<file path="config.mk">
export PLATFORM = sky130hd
export DESIGN_NAME = axi_lite_arbiter_2to1
export DESIGN_NICKNAME = d
export VERILOG_FILES = /design/src/rtl/axi_lite_pkg.sv /design/src/rtl/axi_rr_pick2.sv /design/src/rtl/axi_lite_arbiter_2to1.sv
export SDC_FILE = /design/constraint.sdc
export NUM_CORES = 1
export LEC_CHECK = 0
export BUFFER_PORTS_ARGS = -buffer_cell sky130_fd_sc_hd__buf_2
export CAP_MARGIN = 10
export CORE_AREA = 2 2 164 166
export CTS_CLUSTER_DIAMETER = 200
export DETAILED_ROUTE_END_ITERATION = 6
export DIE_AREA = 0 0 166 168
export GPL_ROUTABILITY_DRIVEN = 1
export SYNTH_ARGS = -nofsm -noshare
export SYNTH_HDL_FRONTEND = slang
export SYNTH_SLANG_ARGS = --single-unit
</file>
<file path="constraint.sdc">
create_clock -name clk -period 2 [get_ports clk]
set_input_delay 0.4 -clock clk [delete_from_list [all_inputs] [get_ports clk]]
set_output_delay 0.4 -clock clk [all_outputs]
set_load 0.005 [all_outputs]
</file>
<file path="src/rtl/axi_lite_pkg.sv">
// Shared definitions for the AXI-lite 2:1 arbiter: FSM state encoding and
// default bus widths.
package axi_lite_pkg;

  localparam int ADDR_W_DEF = 32;
  localparam int DATA_W_DEF = 32;

  typedef enum logic [2:0] {
    ST_IDLE  = 3'd0,
    ST_RD_A  = 3'd1,
    ST_RD_D  = 3'd2,
    ST_WR_AW = 3'd3,
    ST_WR_B  = 3'd4
  } arb_state_t;

endpackage

</file>
<file path="src/rtl/axi_rr_pick2.sv">
// Two-requester grant picker: a lone requester always wins; on a tie the
// winner is the master that was not granted last (RR_EN=1) or master 0.
module axi_rr_pick2 #(
  parameter bit RR_EN = 1'b1
) (
  input  logic [1:0] i_req,
  input  logic       i_rr_last,
  output logic       o_valid,
  output logic       o_grant
);

  // Grant decode from the request pair and the previous owner.
  always_comb begin
    o_valid = |i_req;
    case (i_req)
      2'b01:   o_grant = 1'b0;
      2'b10:   o_grant = 1'b1;
      2'b11:   o_grant = RR_EN ? ~i_rr_last : 1'b0;
      default: o_grant = 1'b0;
    endcase
  end

endmodule

</file>
<file path="src/rtl/axi_lite_arbiter_2to1.sv">
// Serialises whole AXI-lite transactions from two masters onto one downstream
// port. Only control state is held; address and data pass straight through.
module axi_lite_arbiter_2to1
  import axi_lite_pkg::*;
#(
  parameter int ADDR_W = ADDR_W_DEF,
  parameter int DATA_W = DATA_W_DEF,
  parameter bit RR_EN  = 1'b1
) (
  input  logic              clk,
  input  logic              rst_n,
  input  logic [ADDR_W-1:0] s0_araddr,
  input  logic              s0_arvalid,
  output logic              s0_arready,
  output logic [DATA_W-1:0] s0_rdata,
  output logic              s0_rvalid,
  input  logic              s0_rready,
  input  logic [ADDR_W-1:0] s0_awaddr,
  input  logic              s0_awvalid,
  output logic              s0_awready,
  input  logic [DATA_W-1:0] s0_wdata,
  input  logic              s0_wvalid,
  output logic              s0_wready,
  output logic              s0_bvalid,
  input  logic              s0_bready,
  input  logic [ADDR_W-1:0] s1_araddr,
  input  logic              s1_arvalid,
  output logic              s1_arready,
  output logic [DATA_W-1:0] s1_rdata,
  output logic              s1_rvalid,
  input  logic              s1_rready,
  input  logic [ADDR_W-1:0] s1_awaddr,
  input  logic              s1_awvalid,
  output logic              s1_awready,
  input  logic [DATA_W-1:0] s1_wdata,
  input  logic              s1_wvalid,
  output logic              s1_wready,
  output logic              s1_bvalid,
  input  logic              s1_bready,
  output logic [ADDR_W-1:0] m_araddr,
  output logic              m_arvalid,
  input  logic              m_arready,
  input  logic [DATA_W-1:0] m_rdata,
  input  logic              m_rvalid,
  output logic              m_rready,
  output logic [ADDR_W-1:0] m_awaddr,
  output logic              m_awvalid,
  input  logic              m_awready,
  output logic [DATA_W-1:0] m_wdata,
  output logic              m_wvalid,
  input  logic              m_wready,
  input  logic              m_bvalid,
  output logic              m_bready,
  output logic              busy,
  output logic              grant_id
);

  arb_state_t r_state;
  logic       r_grant;
  logic       r_rr_last;
  logic       r_aw_done;
  logic       r_w_done;

  logic w_pick_valid;
  logic w_pick;
  logic w_pick_aw;
  logic w_g_arvalid;
  logic w_g_rready;
  logic w_g_awvalid;
  logic w_g_wvalid;
  logic w_g_bready;
  logic w_ar_fire;
  logic w_r_fire;
  logic w_aw_fire;
  logic w_w_fire;
  logic w_b_fire;

  axi_rr_pick2 #(.RR_EN(RR_EN)) u_pick (
    .i_req     ({s1_arvalid | s1_awvalid, s0_arvalid | s0_awvalid}),
    .i_rr_last (r_rr_last),
    .o_valid   (w_pick_valid),
    .o_grant   (w_pick)
  );

  assign w_pick_aw   = w_pick  ? s1_awvalid : s0_awvalid;
  assign w_g_arvalid = r_grant ? s1_arvalid : s0_arvalid;
  assign w_g_rready  = r_grant ? s1_rready  : s0_rready;
  assign w_g_awvalid = r_grant ? s1_awvalid : s0_awvalid;
  assign w_g_wvalid  = r_grant ? s1_wvalid  : s0_wvalid;
  assign w_g_bready  = r_grant ? s1_bready  : s0_bready;

  assign m_araddr = r_grant ? s1_araddr : s0_araddr;
  assign m_awaddr = r_grant ? s1_awaddr : s0_awaddr;
  assign m_wdata  = r_grant ? s1_wdata  : s0_wdata;
  assign s0_rdata = m_rdata;
  assign s1_rdata = m_rdata;

  assign w_ar_fire = m_arvalid & m_arready;
  assign w_r_fire  = m_rvalid  & m_rready;
  assign w_aw_fire = m_awvalid & m_awready;
  assign w_w_fire  = m_wvalid  & m_wready;
  assign w_b_fire  = m_bvalid  & m_bready;

  assign busy     = (r_state != ST_IDLE);
  assign grant_id = r_grant;

  // Handshake routing: only the owner sees the downstream port, and only on
  // the channels its current phase uses.
  always_comb begin
    m_arvalid  = 1'b0;
    m_rready   = 1'b0;
    m_awvalid  = 1'b0;
    m_wvalid   = 1'b0;
    m_bready   = 1'b0;
    s0_arready = 1'b0;
    s0_rvalid  = 1'b0;
    s0_awready = 1'b0;
    s0_wready  = 1'b0;
    s0_bvalid  = 1'b0;
    s1_arready = 1'b0;
    s1_rvalid  = 1'b0;
    s1_awready = 1'b0;
    s1_wready  = 1'b0;
    s1_bvalid  = 1'b0;
    case (r_state)
      ST_RD_A: begin
        m_arvalid  = w_g_arvalid;
        s0_arready = ~r_grant & m_arready;
        s1_arready =  r_grant & m_arready;
      end
      ST_RD_D: begin
        m_rready  = w_g_rready;
        s0_rvalid = ~r_grant & m_rvalid;
        s1_rvalid =  r_grant & m_rvalid;
      end
      ST_WR_AW: begin
        // A channel already handshaken is masked so it is issued exactly once.
        m_awvalid  = ~r_aw_done & w_g_awvalid;
        m_wvalid   = ~r_w_done  & w_g_wvalid;
        s0_awready = ~r_grant & ~r_aw_done & m_awready;
        s1_awready =  r_grant & ~r_aw_done & m_awready;
        s0_wready  = ~r_grant & ~r_w_done  & m_wready;
        s1_wready  =  r_grant & ~r_w_done  & m_wready;
      end
      ST_WR_B: begin
        m_bready  = w_g_bready;
        s0_bvalid = ~r_grant & m_bvalid;
        s1_bvalid =  r_grant & m_bvalid;
      end
      default: begin
      end
    endcase
  end

  // Transaction FSM: registered arbitration in IDLE, then one whole transaction.
  always_ff @(posedge clk or negedge rst_n) begin
    if (!rst_n) begin
      r_state   <= ST_IDLE;
      r_grant   <= 1'b0;
      r_rr_last <= 1'b1;
      r_aw_done <= 1'b0;
      r_w_done  <= 1'b0;
    end else begin
      case (r_state)
        ST_IDLE: begin
          if (w_pick_valid) begin
            r_grant   <= w_pick;
            r_rr_last <= w_pick;
            r_state   <= w_pick_aw ? ST_WR_AW : ST_RD_A;
          end
        end
        ST_RD_A: begin
          if (w_ar_fire) r_state <= ST_RD_D;
        end
        ST_RD_D: begin
          if (w_r_fire) r_state <= ST_IDLE;
        end
        ST_WR_AW: begin
          if ((r_aw_done | w_aw_fire) & (r_w_done | w_w_fire)) begin
            r_state   <= ST_WR_B;
            r_aw_done <= 1'b0;
            r_w_done  <= 1'b0;
          end else begin
            if (w_aw_fire) r_aw_done <= 1'b1;
            if (w_w_fire)  r_w_done  <= 1'b1;
          end
        end
        ST_WR_B: begin
          if (w_b_fire) r_state <= ST_IDLE;
        end
        default: r_state <= ST_IDLE;
      endcase
    end
  end

endmodule

</file>
==> results.toml <==
[run_status]
outcome = "finished clean"

[synth]
avgSynthCellArea_um2 = 9.35
ys_seq_area_frac = 0.0777
yosys_warnings = 0
synth-main-ff-cell = "dfrtp_1"
synth_edf_count = 0
synth_cells = 243
synth-seq-cells = 7
netlist_top_cells_area = "mux2_2 (47%), buf_4 (21%), dfrtp_1 (6.6%)"
synth.largest_area_cell = "mux2_2"
async_reset_ff_frac = 1.00
netlist_area_mm2 = 0.00227
syn_nets = 484
yosysUniqueCellTypes = 38
synth_top_area_frac = 0.471

[placement]
port_buffers = 321
postPlaceCellArea_mm2 = 0.00379
gp_congestion = 0.733
place_ws_ps = 196
post-dp-hpwl_um = 9940

[clocking]
cts_buffers = 3
cts_tree = "built"
cts.clk_slew.worst_paths_ps = 30
clk_path_buf_depth = 2
h-tree-depth = 1
cts_sinks = 7
cts-root-buf = "clkbuf_16"
clk_latency_ps = 230

[die]
dieHeight_um = 168
ios = 418
die_x_um = 166
initial_core_util = 0.0862
rows = 60
core_area_mm2 = 0.0264
die-area_mm2 = 0.0279

[critical_path]
required_ps = 1600
cp-end-kind = "output pin"
worstPathMaxFanout = 53
critPathKind = "reg -> out"
startpoint_type = "flip-flop"
cp.arrival_ps = 1560

[layout]
area.growth.synth_to_final_pct = 72.9
nNetsFinal = 740
seq_area_um2 = 180
drive_above_1_share = 0.882
diodes = 0
layout_commonest_cell = "buf_2"
multi_input_area_mm2 = 0.00151
finalInstanceArea_mm2 = 0.00393
nFillCells = 2996
mostFrequentLayoutCells = "buf_2 (321), mux2_2 (95), nand2_1 (7)"

[drt]
routedWlPerCell_um = 13.2
via_per_inst = 3.32
drt-total-wl_um = 11100
dr.pass1.iters = 4
ant_nets = 0
vias = 2788
drc = 0
drt_iter0_drc = 54

[sta]
max_slew_margin = 0.724
hold_violations = 0
worst_slack_ps = 36.3
grt_setup_unrepaired = "yes"
setup_violations = 0
fmax_mhz = 509
finalCriticalPeriod_ps = 1960
worst_slew_pin_slew_ps = 413
maxSlewViolCount = 0
fin_tns_setup_ps = 0
fin_crit_sh = 0.982
fin_skew_ps = 3.94

[hold_path]
hold_class = "reg -> reg"

[global_routing]
antenna_found_initial = 5
grt_util_all_layers = 0.0701
grt_pass1_wl_um = 15100
grt_max_degree = 54
grt_pass1_vias = 2556
gr-total-overflow = 0

[run]
cap_violations = 0

[pwr]
leakage_nw = 1.99
power_mw = 3.62
ir_drop_uv = 742
power_density_mw_per_mm2 = 921
==> worst max-delay path, cell delays in order, from the launching register on <==
cell,delay [ps]
dfrtp_4,500
buf_16,250
mux2_2,390
buf_2,130
==> power by group <==
group / switching (mW) / internal [mW] / leakage [nW]
sequential: 0.133 / 0.225 / 0.0842
combinational: 1.22 / 1.70 / 1.87
clock: 0.0768 / 0.265 / 0.0382
==> metrics by stage <==
step	utilization	std cells	hold slack, ps
floorplan	-	243	104
global placement	0.144	832	243
detailed placement	0.144	832	243
CTS	0.148	839	514
global route	0.149	839	526
finish	0.149	839	509
==> final timing paths <==
check / from / endpoint / slack (ps) / cells past startpoint
worst min-delay path: r_rr_last$_DFFE_PN1P_ / r_rr_last$_DFFE_PN1P_ / 510 / 2
min in group asynchronous: rst_n / r_state[0]$_DFFE_PN0P_ / 530 / 2
worst max register to register: grant_id$_DFFE_PN0P_ / r_state[2]$_DFFE_PN0P_ / 370 / 5
worst max-delay path: grant_id$_DFFE_PN0P_ / m_araddr[7] / 40 / 3
worst min register to register: r_rr_last$_DFFE_PN1P_ / r_rr_last$_DFFE_PN1P_ / 510 / 2
max in group asynchronous: rst_n / r_rr_last$_DFFE_PN1P_ / 1230 / 2
==> registers in the layout (all words and copies together) (netlist names) <==
name       flops
grant_id       1
r_rr_last      1
r_w_done       1
r_aw_done      1
r_state        3
==> cells by family (layout without fill, tap and decap cells) <==
| logic type | count (synthesis) | count (layout) | share of synthesized area |
|---|---|---|---|
| multiplexers | 101 | 101 | 0.506 |
| AND/OR/NAND/NOR | 36 | 36 | 0.0953 |
| buffers and inverters | 82 | 337 | 0.263 |
| AO/OA/AOI/OAI | 17 | 17 | 0.0573 |
| flip-flops | 7 | 7 | 0.0777 |
==> layer usage <==
layer	GRT usage	share of wire	up-vias
li1	-	-	1315
met1	0.0757	0.36	1231
met2	0.122	0.49	218
met3	0.0421	0.14	16
met4	0.00681	0.0089	8
met5	0	0.0062	-
==> layout make-up <==
cell class,count,share of cell area
inverter,3,0.00287
clock buffer,4,0.0201
sequential,7,0.0459
timing repair buffer,330,0.437
multi-input combinational,154,0.385
tap,341,0.109
==> synthesized netlist by cell type (all sizes together), types with 2 or more instances <==
master / count
buf: 79
nor3: 4
nor4b: 3
a21oi: 2
nand2: 7
nor3b: 4
mux2: 98
mux2i: 3
o22a: 2
inv: 3
o21ai: 5
dfrtp: 6
nor2: 5
and3: 3
nor2b: 2
nor4: 2
==> timing repair <==
action	4_1_cts	5_1_grt
endpoints found under the hold margin	3	0
hold buffers	1	0
gates cloned	0	0
pin swaps	0	0
buffers inserted	2	0
resized for setup	2	3
setup endpoints to repair	51	18
Note: power is estimated with default switching activity, not from simulation.
